--- src/rtl/decode_pkg.sv ---
// ---------------------------------------------------------------------------
// decode_pkg
//   Shared definitions for the RV32I decode stage:
//     - 7-bit major opcode constants
//     - alu_op_e     : operation requested from the execute-stage ALU
//     - imm_fmt_e    : immediate encoding format of an instruction
//     - ctrl_t       : packed control bundle carried into EX
//     - imm_fmt_of() : opcode -> immediate format
//     - alu_op_of()  : funct3/funct7[5] -> ALU operation
// ---------------------------------------------------------------------------
package decode_pkg;

  localparam logic [6:0] OPC_LUI      = 7'b0110111;
  localparam logic [6:0] OPC_AUIPC    = 7'b0010111;
  localparam logic [6:0] OPC_JAL      = 7'b1101111;
  localparam logic [6:0] OPC_JALR     = 7'b1100111;
  localparam logic [6:0] OPC_BRANCH   = 7'b1100011;
  localparam logic [6:0] OPC_LOAD     = 7'b0000011;
  localparam logic [6:0] OPC_STORE    = 7'b0100011;
  localparam logic [6:0] OPC_OP_IMM   = 7'b0010011;
  localparam logic [6:0] OPC_OP       = 7'b0110011;
  localparam logic [6:0] OPC_MISC_MEM = 7'b0001111;

  // ALU_ADD is deliberately encoded as zero so an all-zero ctrl_t is a NOP.
  typedef enum logic [3:0] {
    ALU_ADD    = 4'd0,
    ALU_SUB    = 4'd1,
    ALU_SLL    = 4'd2,
    ALU_SLT    = 4'd3,
    ALU_SLTU   = 4'd4,
    ALU_XOR    = 4'd5,
    ALU_SRL    = 4'd6,
    ALU_SRA    = 4'd7,
    ALU_OR     = 4'd8,
    ALU_AND    = 4'd9,
    ALU_PASS_B = 4'd10
  } alu_op_e;

  typedef enum logic [2:0] {
    IMM_NONE = 3'd0,
    IMM_I    = 3'd1,
    IMM_S    = 3'd2,
    IMM_B    = 3'd3,
    IMM_U    = 3'd4,
    IMM_J    = 3'd5
  } imm_fmt_e;

  typedef struct packed {
    alu_op_e    alu_op;
    logic       alu_src_imm;
    logic       mem_read;
    logic       mem_write;
    logic [2:0] funct3;
    logic       reg_write;
    logic       branch;
    logic       jump;
    logic       illegal;
  } ctrl_t;

  localparam int    CTRL_W   = $bits(ctrl_t);
  localparam ctrl_t CTRL_NOP = ctrl_t'({CTRL_W{1'b0}});

  // FENCE and unknown opcodes carry no immediate (imm = 0).
  function automatic imm_fmt_e imm_fmt_of(input logic [6:0] opcode);
    imm_fmt_e fmt;
    case (opcode)
      OPC_JALR, OPC_LOAD, OPC_OP_IMM: fmt = IMM_I;
      OPC_STORE:                      fmt = IMM_S;
      OPC_BRANCH:                     fmt = IMM_B;
      OPC_LUI, OPC_AUIPC:             fmt = IMM_U;
      OPC_JAL:                        fmt = IMM_J;
      default:                        fmt = IMM_NONE;
    endcase
    return fmt;
  endfunction

  // alt is instr[30]; it only selects SUB for register-register ops, since
  // an ADDI immediate may legitimately have that bit set.
  function automatic alu_op_e alu_op_of(input logic [2:0] funct3,
                                        input logic       alt,
                                        input logic       is_reg_op);
    alu_op_e op;
    case (funct3)
      3'b000:  op = (is_reg_op && alt) ? ALU_SUB : ALU_ADD;
      3'b001:  op = ALU_SLL;
      3'b010:  op = ALU_SLT;
      3'b011:  op = ALU_SLTU;
      3'b100:  op = ALU_XOR;
      3'b101:  op = alt ? ALU_SRA : ALU_SRL;
      3'b110:  op = ALU_OR;
      3'b111:  op = ALU_AND;
      default: op = ALU_ADD;
    endcase
    return op;
  endfunction

endpackage

--- src/rtl/decode_stage_imm_gen.sv ---
// ---------------------------------------------------------------------------
// imm_gen
//   Combinational RV32I immediate generator. The format is derived from the
//   opcode field; the result is sign-extended to 32 bits. R-type, FENCE and
//   unknown opcodes produce zero.
//   Ports:
//     instr  in   32  instruction word
//     imm    out  32  sign-extended immediate
// ---------------------------------------------------------------------------
module imm_gen
  import decode_pkg::*;
(
  input  logic [31:0] instr,
  output logic [31:0] imm
);

  // Select and assemble the immediate for the instruction's encoding format.
  always_comb begin
    imm = 32'd0;
    case (imm_fmt_of(instr[6:0]))
      IMM_I:   imm = {{20{instr[31]}}, instr[31:20]};
      IMM_S:   imm = {{20{instr[31]}}, instr[31:25], instr[11:7]};
      IMM_B:   imm = {{19{instr[31]}}, instr[31], instr[7], instr[30:25],
                      instr[11:8], 1'b0};
      IMM_U:   imm = {instr[31:12], 12'd0};
      IMM_J:   imm = {{11{instr[31]}}, instr[31], instr[19:12], instr[20],
                      instr[30:21], 1'b0};
      default: imm = 32'd0;
    endcase
  end

endmodule

--- src/rtl/decode_stage.sv ---
// ---------------------------------------------------------------------------
// decode_stage
//   RV32I instruction decode stage. Two register stages:
//     ID register : id_valid / id_instr / id_pc, loaded from fetch
//     EX register : ex_* outputs, loaded from the decode of the ID register
//   Accept-to-ex_valid latency is two cycles.
//   Ports:
//     clk, rst                    clock, asynchronous active-high reset
//     if_valid/if_instr/if_pc     instruction offered by fetch
//     if_ready                    stage accepts the offered instruction
//     rs1_addr/rs2_addr           combinational register-file read addresses
//     rs1_data/rs2_data           register-file read data (already bypassed)
//     stall_id                    hold ID and EX contents
//     flush_id                    discard the instruction entering ID
//     flush_ex                    load a bubble into EX
//     ex_valid, ex_pc, ex_imm     registered EX state
//     ex_rs1_data/ex_rs2_data     registered operands
//     ex_rs1_addr/ex_rs2_addr     registered source indices (forwarding)
//     ex_rd_addr                  registered destination index
//     ex_ctrl                     registered control bundle
// ---------------------------------------------------------------------------
module decode_stage
  import decode_pkg::*;
#(
  parameter int XLEN = 32
) (
  input  logic            clk,
  input  logic            rst,
  input  logic            if_valid,
  input  logic [31:0]     if_instr,
  input  logic [XLEN-1:0] if_pc,
  output logic            if_ready,
  output logic [4:0]      rs1_addr,
  output logic [4:0]      rs2_addr,
  input  logic [XLEN-1:0] rs1_data,
  input  logic [XLEN-1:0] rs2_data,
  input  logic            stall_id,
  input  logic            flush_id,
  input  logic            flush_ex,
  output logic            ex_valid,
  output logic [XLEN-1:0] ex_pc,
  output logic [XLEN-1:0] ex_imm,
  output logic [XLEN-1:0] ex_rs1_data,
  output logic [XLEN-1:0] ex_rs2_data,
  output logic [4:0]      ex_rs1_addr,
  output logic [4:0]      ex_rs2_addr,
  output logic [4:0]      ex_rd_addr,
  output ctrl_t           ex_ctrl
);

  logic            id_valid;
  logic [31:0]     id_instr;
  logic [XLEN-1:0] id_pc;

  logic [6:0]      opcode;
  logic [2:0]      funct3;
  logic [4:0]      rd_field;
  logic [4:0]      rs1_field;
  logic [4:0]      rs2_field;

  ctrl_t           dec_ctrl;
  logic [4:0]      dec_rd;
  logic            uses_rs1;
  logic            uses_rs2;
  logic [31:0]     dec_imm;

  assign if_ready  = !stall_id;

  assign opcode    = id_instr[6:0];
  assign rd_field  = id_instr[11:7];
  assign funct3    = id_instr[14:12];
  assign rs1_field = id_instr[19:15];
  assign rs2_field = id_instr[24:20];

  // ID register: flush beats stall; otherwise follow fetch every cycle.
  always_ff @(posedge clk or posedge rst) begin
    if (rst) begin
      id_valid <= 1'b0;
      id_instr <= 32'd0;
      id_pc    <= {XLEN{1'b0}};
    end else if (flush_id) begin
      id_valid <= 1'b0;
      id_instr <= 32'd0;
      id_pc    <= {XLEN{1'b0}};
    end else if (!stall_id) begin
      id_valid <= if_valid;
      id_instr <= if_instr;
      id_pc    <= if_pc;
    end
  end

  imm_gen u_imm_gen (
    .instr (id_instr),
    .imm   (dec_imm)
  );

  // Main decoder: control bundle, destination and which sources are read.
  // A bubble in ID decodes to an all-zero NOP that reads and writes nothing.
  always_comb begin
    dec_ctrl = CTRL_NOP;
    dec_rd   = 5'd0;
    uses_rs1 = 1'b0;
    uses_rs2 = 1'b0;
    if (id_valid) begin
      case (opcode)
        OPC_LUI: begin
          dec_ctrl.alu_op      = ALU_PASS_B;
          dec_ctrl.alu_src_imm = 1'b1;
          dec_ctrl.reg_write   = 1'b1;
          dec_rd               = rd_field;
        end
        OPC_AUIPC: begin
          dec_ctrl.alu_op      = ALU_ADD;
          dec_ctrl.alu_src_imm = 1'b1;
          dec_ctrl.reg_write   = 1'b1;
          dec_rd               = rd_field;
        end
        OPC_JAL: begin
          dec_ctrl.jump        = 1'b1;
          dec_ctrl.reg_write   = 1'b1;
          dec_rd               = rd_field;
        end
        OPC_JALR: begin
          dec_ctrl.jump        = 1'b1;
          dec_ctrl.alu_src_imm = 1'b1;
          dec_ctrl.funct3      = funct3;
          dec_ctrl.reg_write   = 1'b1;
          dec_rd               = rd_field;
          uses_rs1             = 1'b1;
        end
        OPC_BRANCH: begin
          // Comparison is done by subtraction; funct3 picks the condition.
          dec_ctrl.alu_op      = ALU_SUB;
          dec_ctrl.branch      = 1'b1;
          dec_ctrl.funct3      = funct3;
          uses_rs1             = 1'b1;
          uses_rs2             = 1'b1;
        end
        OPC_LOAD: begin
          dec_ctrl.alu_src_imm = 1'b1;
          dec_ctrl.mem_read    = 1'b1;
          dec_ctrl.funct3      = funct3;
          dec_ctrl.reg_write   = 1'b1;
          dec_rd               = rd_field;
          uses_rs1             = 1'b1;
        end
        OPC_STORE: begin
          dec_ctrl.alu_src_imm = 1'b1;
          dec_ctrl.mem_write   = 1'b1;
          dec_ctrl.funct3      = funct3;
          uses_rs1             = 1'b1;
          uses_rs2             = 1'b1;
        end
        OPC_OP_IMM: begin
          dec_ctrl.alu_op      = alu_op_of(funct3, id_instr[30], 1'b0);
          dec_ctrl.alu_src_imm = 1'b1;
          dec_ctrl.funct3      = funct3;
          dec_ctrl.reg_write   = 1'b1;
          dec_rd               = rd_field;
          uses_rs1             = 1'b1;
        end
        OPC_OP: begin
          dec_ctrl.alu_op      = alu_op_of(funct3, id_instr[30], 1'b1);
          dec_ctrl.funct3      = funct3;
          dec_ctrl.reg_write   = 1'b1;
          dec_rd               = rd_field;
          uses_rs1             = 1'b1;
          uses_rs2             = 1'b1;
        end
        OPC_MISC_MEM: begin
          // FENCE: in-order single-issue pipe, nothing to order -> NOP.
          dec_ctrl = CTRL_NOP;
        end
        default: begin
          // SYSTEM and every unrecognised opcode.
          dec_ctrl.illegal = 1'b1;
        end
      endcase
    end else begin
      dec_ctrl = CTRL_NOP;
      dec_rd   = 5'd0;
      uses_rs1 = 1'b0;
      uses_rs2 = 1'b0;
    end
  end

  assign rs1_addr = uses_rs1 ? rs1_field : 5'd0;
  assign rs2_addr = uses_rs2 ? rs2_field : 5'd0;

  // EX register: flush_ex inserts a bubble even while stalled (load-use),
  // a plain stall freezes everything, otherwise the ID decode moves in.
  always_ff @(posedge clk or posedge rst) begin
    if (rst) begin
      ex_valid    <= 1'b0;
      ex_pc       <= {XLEN{1'b0}};
      ex_imm      <= {XLEN{1'b0}};
      ex_rs1_data <= {XLEN{1'b0}};
      ex_rs2_data <= {XLEN{1'b0}};
      ex_rs1_addr <= 5'd0;
      ex_rs2_addr <= 5'd0;
      ex_rd_addr  <= 5'd0;
      ex_ctrl     <= CTRL_NOP;
    end else if (flush_ex) begin
      ex_valid    <= 1'b0;
      ex_ctrl     <= CTRL_NOP;
      ex_rd_addr  <= 5'd0;
    end else if (!stall_id) begin
      ex_valid    <= id_valid;
      ex_pc       <= id_pc;
      ex_imm      <= dec_imm;
      ex_rs1_data <= rs1_data;
      ex_rs2_data <= rs2_data;
      ex_rs1_addr <= rs1_addr;
      ex_rs2_addr <= rs2_addr;
      ex_rd_addr  <= dec_rd;
      ex_ctrl     <= dec_ctrl;
    end
  end

endmodule

--- config.mk ---
export PLATFORM = sky130hd
export DESIGN_NAME = decode_stage
export DESIGN_NICKNAME = d
export VERILOG_FILES = /design/src/rtl/decode_pkg.sv /design/src/rtl/decode_stage_imm_gen.sv /design/src/rtl/decode_stage.sv
export SDC_FILE = /design/constraint.sdc
export NUM_CORES = 1
export LEC_CHECK = 0
export BUFFER_PORTS_ARGS = -buffer_cell sky130_fd_sc_hd__buf_2
export CORE_MARGIN = 1.5
export CORE_UTILIZATION = 25
export DETAILED_ROUTE_END_ITERATION = 6
export SYNTH_ARGS = -nofsm -noshare
export SYNTH_HDL_FRONTEND = slang
export SYNTH_SLANG_ARGS = --single-unit
--- constraint.sdc ---
create_clock -name clk -period 8.6 [get_ports clk]
set_input_delay 0.43 -clock clk [delete_from_list [all_inputs] [get_ports clk]]
set_output_delay 0.43 -clock clk [all_outputs]
set_load 0.02 [all_outputs]
==> results.yml <==
setup_path:
  path_class: "reg -> out"
  path_cells: "nand3b_1 > o21ai_1 > and3_1 > and2_1 > buf_2"
  ff2ff_path_depth: 4
  slowest_delay_ps: 670
  required_ps: 8170
  cp-start-kind: "register"
  path_max_fanout: 15
  arrival_ps: 2360
  end_kind: "output pin"
  cp_slowest_cell: "dfrtp_1"
sta:
  finalCritPeriodShare_pct: 32.4
  skew_ps: 21.6
  tns_ps: 0
  worstMarginPinSlew_ps: 914
  finalSetupViolations: 0
  fmax_mhz: 359
  finalCriticalPeriod_ps: 2790
  drv_slew: 0
  max-slew-margin-rel_pct: 39.1
  hold_viol: 0
  rsz0062_at_grt: "false"
grt:
  grt_antenna_before_repair: 4
  grt_pass1_vias: 7503
  grt_usage_pct: 14.6
  grt_max_degree: 86
  overflow: 0
  grt_first_pass_wirelength_um: 43500
detailed_routing:
  drtIter0Drc: 293
  wire_per_inst_um: 16.4
  vias: 7366
  drc: 0
  antenna_left: 0
  wl_um: 27400
  viasPerCell: 4.41
  drtPass1Iterations: 5
logic_synthesis:
  syn_nets: 1039
  yosys_most_used_dff: "dfrtp_1"
  ys_seq_elements: 223
  synth-xor-area-share_pct: 0
  ys_async_sr_fraction_pct: 100
  synth_top_family_by_area: "simple AND/OR/NAND/NOR gates"
  synth.area.mux_share_pct: 8.67
  ys_warn_count: 0
  syn_avg_cell_area_um2: 10.1
  syn_area_um2: 9150
  synth_edf_count: 0
  synthCells: 905
  synth_compound_area_share_pct: 7.21
  ys_seq_area_share_pct: 61.0
  yosys.area_share.simple_pct: 20.1
  synth_fa_ha_area_share_pct: 0
  yosysUniqueCellTypes: 50
power_and_ir_drop:
  power_density_nw_per_um2: 216
  vdd_drop_max_v: 0.000164
  power_w: 0.00258
  leakagePower_nw: 6.56
clock_network:
  cts_tree: "built"
  clock-sinks: 223
  htree_levels: 1
  numCtsBuffers: 27
  cts_setup_buffers: 0
  clk_pin_slew_ps: 60
  root_buffer: "clkbuf_16"
  worstSkewPairLatency_ps: 540
  cts_resized: 0
  cts_buffer_depth: 3
floorplan:
  dieArea_um2: 37800
  num_io_pins: 303
  die_w_um: 194
  core_um2: 35800
  fp.dieH_um: 194
  start_util_pct: 25.5
  rows: 69
placement:
  place_inst: 1621
  dpl.hpwl_um: 19100
  gp_congestion: 0.817
  port_buffers: 302
final_layout:
  fin_util_pct: 33.3
  fin_cells: 1672
  drive_above_1_share_pct: 31.2
  fill_cells: 3754
  nets: 1324
  syn_to_final_growth_pct: 30.4
  multi_input_area_um2: 3300
  seq_area_um2: 5580
hold_path:
  hold_class: "in -> reg"
  whs_path_depth: 3
status:
  status: "completed"
flow_run:
  maxCapViolations: 0
cells in the mapped netlist, types with 3 or more instances:
master | n | area [um^2]
mux2_2 | 10 | 113
o21ai_2 | 6 | 52.6
o21ai_0 | 18 | 90.1
o31ai_1 | 3 | 22.5
and2_1 | 12 | 75.1
nor2b_1 | 3 | 18.8
clkbuf_1 | 23 | 86.3
o21ai_1 | 9 | 45.0
a22oi_1 | 7 | 52.6
buf_2 | 30 | 150
nand2_1 | 326 | 1220
a21oi_1 | 23 | 115
nor2_1 | 76 | 285
dfrtp_1 | 223 | 5580
mux2i_1 | 68 | 681
a22o_1 | 17 | 149
nor3_1 | 4 | 20.0
inv_1 | 6 | 22.5
logic make-up after synthesis:
family          after synthesis
simple gates                446
compound gates               97
mux                          78
flops                       223
buf+inv                      61
placed cells by master (no fill, tap or decap), types with 3 or more instances in the layout:
| master | instances |
|---|---|
| o21ai_2 | 6 |
| inv_1 | 5 |
| mux2_2 | 10 |
| clkinv_2 | 3 |
| o21ai_1 | 9 |
| clkbuf_1 | 9 |
| nand2_1 | 326 |
| clkbuf_16 | 27 |
| and2_1 | 12 |
| buf_4 | 9 |
| o31ai_1 | 3 |
| a21oi_1 | 23 |
| clkbuf_8 | 7 |
| a22o_1 | 17 |
| a22oi_1 | 7 |
| o21ai_0 | 18 |
| nor3_1 | 4 |
| mux2i_1 | 68 |
| buf_2 | 301 |
| nor2b_1 | 3 |
| nor2_1 | 76 |
| dfrtp_1 | 223 |
per-stage QoR:
stage               area, um^2  hold slack [ps]  worst slack, ps
global route             11900             54.3             5660
detailed placement       11100              455             5610
finish                   11900             74.6             5810
floorplan                 9150              438             2060
CTS                      11900             36.8             5810
global placement         11100              447             5650
worst paths after layout:
check | from | endpoint | slack, ps
max in group asynchronous | rst | ex_pc[4] | 6650
setup reg to reg | id_instr[2] | ex_imm[27] | 6470
min in group asynchronous | rst | ex_rs2_data[19] | 510
hold / removal | rs2_data[12] | ex_rs2_data[12] | 70
setup / recovery | id_instr[5] | rs1_addr[2] | 5810
hold reg to reg | id_pc[8] | ex_pc[8] | 460
power by group:
part           internal [W]  switching, W
logic              0.000106      0.000202
clock network      0.000666      0.000437
registers           0.00112     0.0000487
total               0.00189      0.000687
layout make-up:
cell class	instances	area share, %
sequential	223	46.8
multi-input combinational	621	27.6
timing repair buffer	311	13.3
clock buffer	43	6.75
tap	461	4.83
clock inverter	5	0.440
inverter	6	0.252
antenna	2	0.0419
layer usage:
metal | GRT usage (%) | vias to the layer above | wire length [um]
met1 | 18.7 | 3513 | 12000
met2 | 23.5 | 276 | 12300
met4 | 3.94 | 4 | 704
met3 | 4.98 | 44 | 2440
met5 | 0 | - | 23
li1 | - | 3529 | -
worst max-delay path: cells and delay by family, from the launching register on:
family	cells	cell delay, ps
AO/OA/AOI/OAI	1	170
buffers and inverters	1	180
flip-flops	1	670
AND/OR/NAND/NOR	3	800
repair_timing:
action | CTS | global route
hold endpoints to repair | 42 | 0
setup endpoints to repair | 0 | 0
hold buffers | 1 | 0
flip-flops by register name, summed over array words and instances, names as in the netlist:
register,flops
ex_pc,32
ex_imm,32
ex_ctrl,14
id_instr,32
id_valid,1
ex_valid,1
ex_rd_addr,5
ex_rs1_addr,5
id_pc,32
ex_rs1_data,32
ex_rs2_data,32
ex_rs2_addr,5
(Power assumes the default switching activity.)
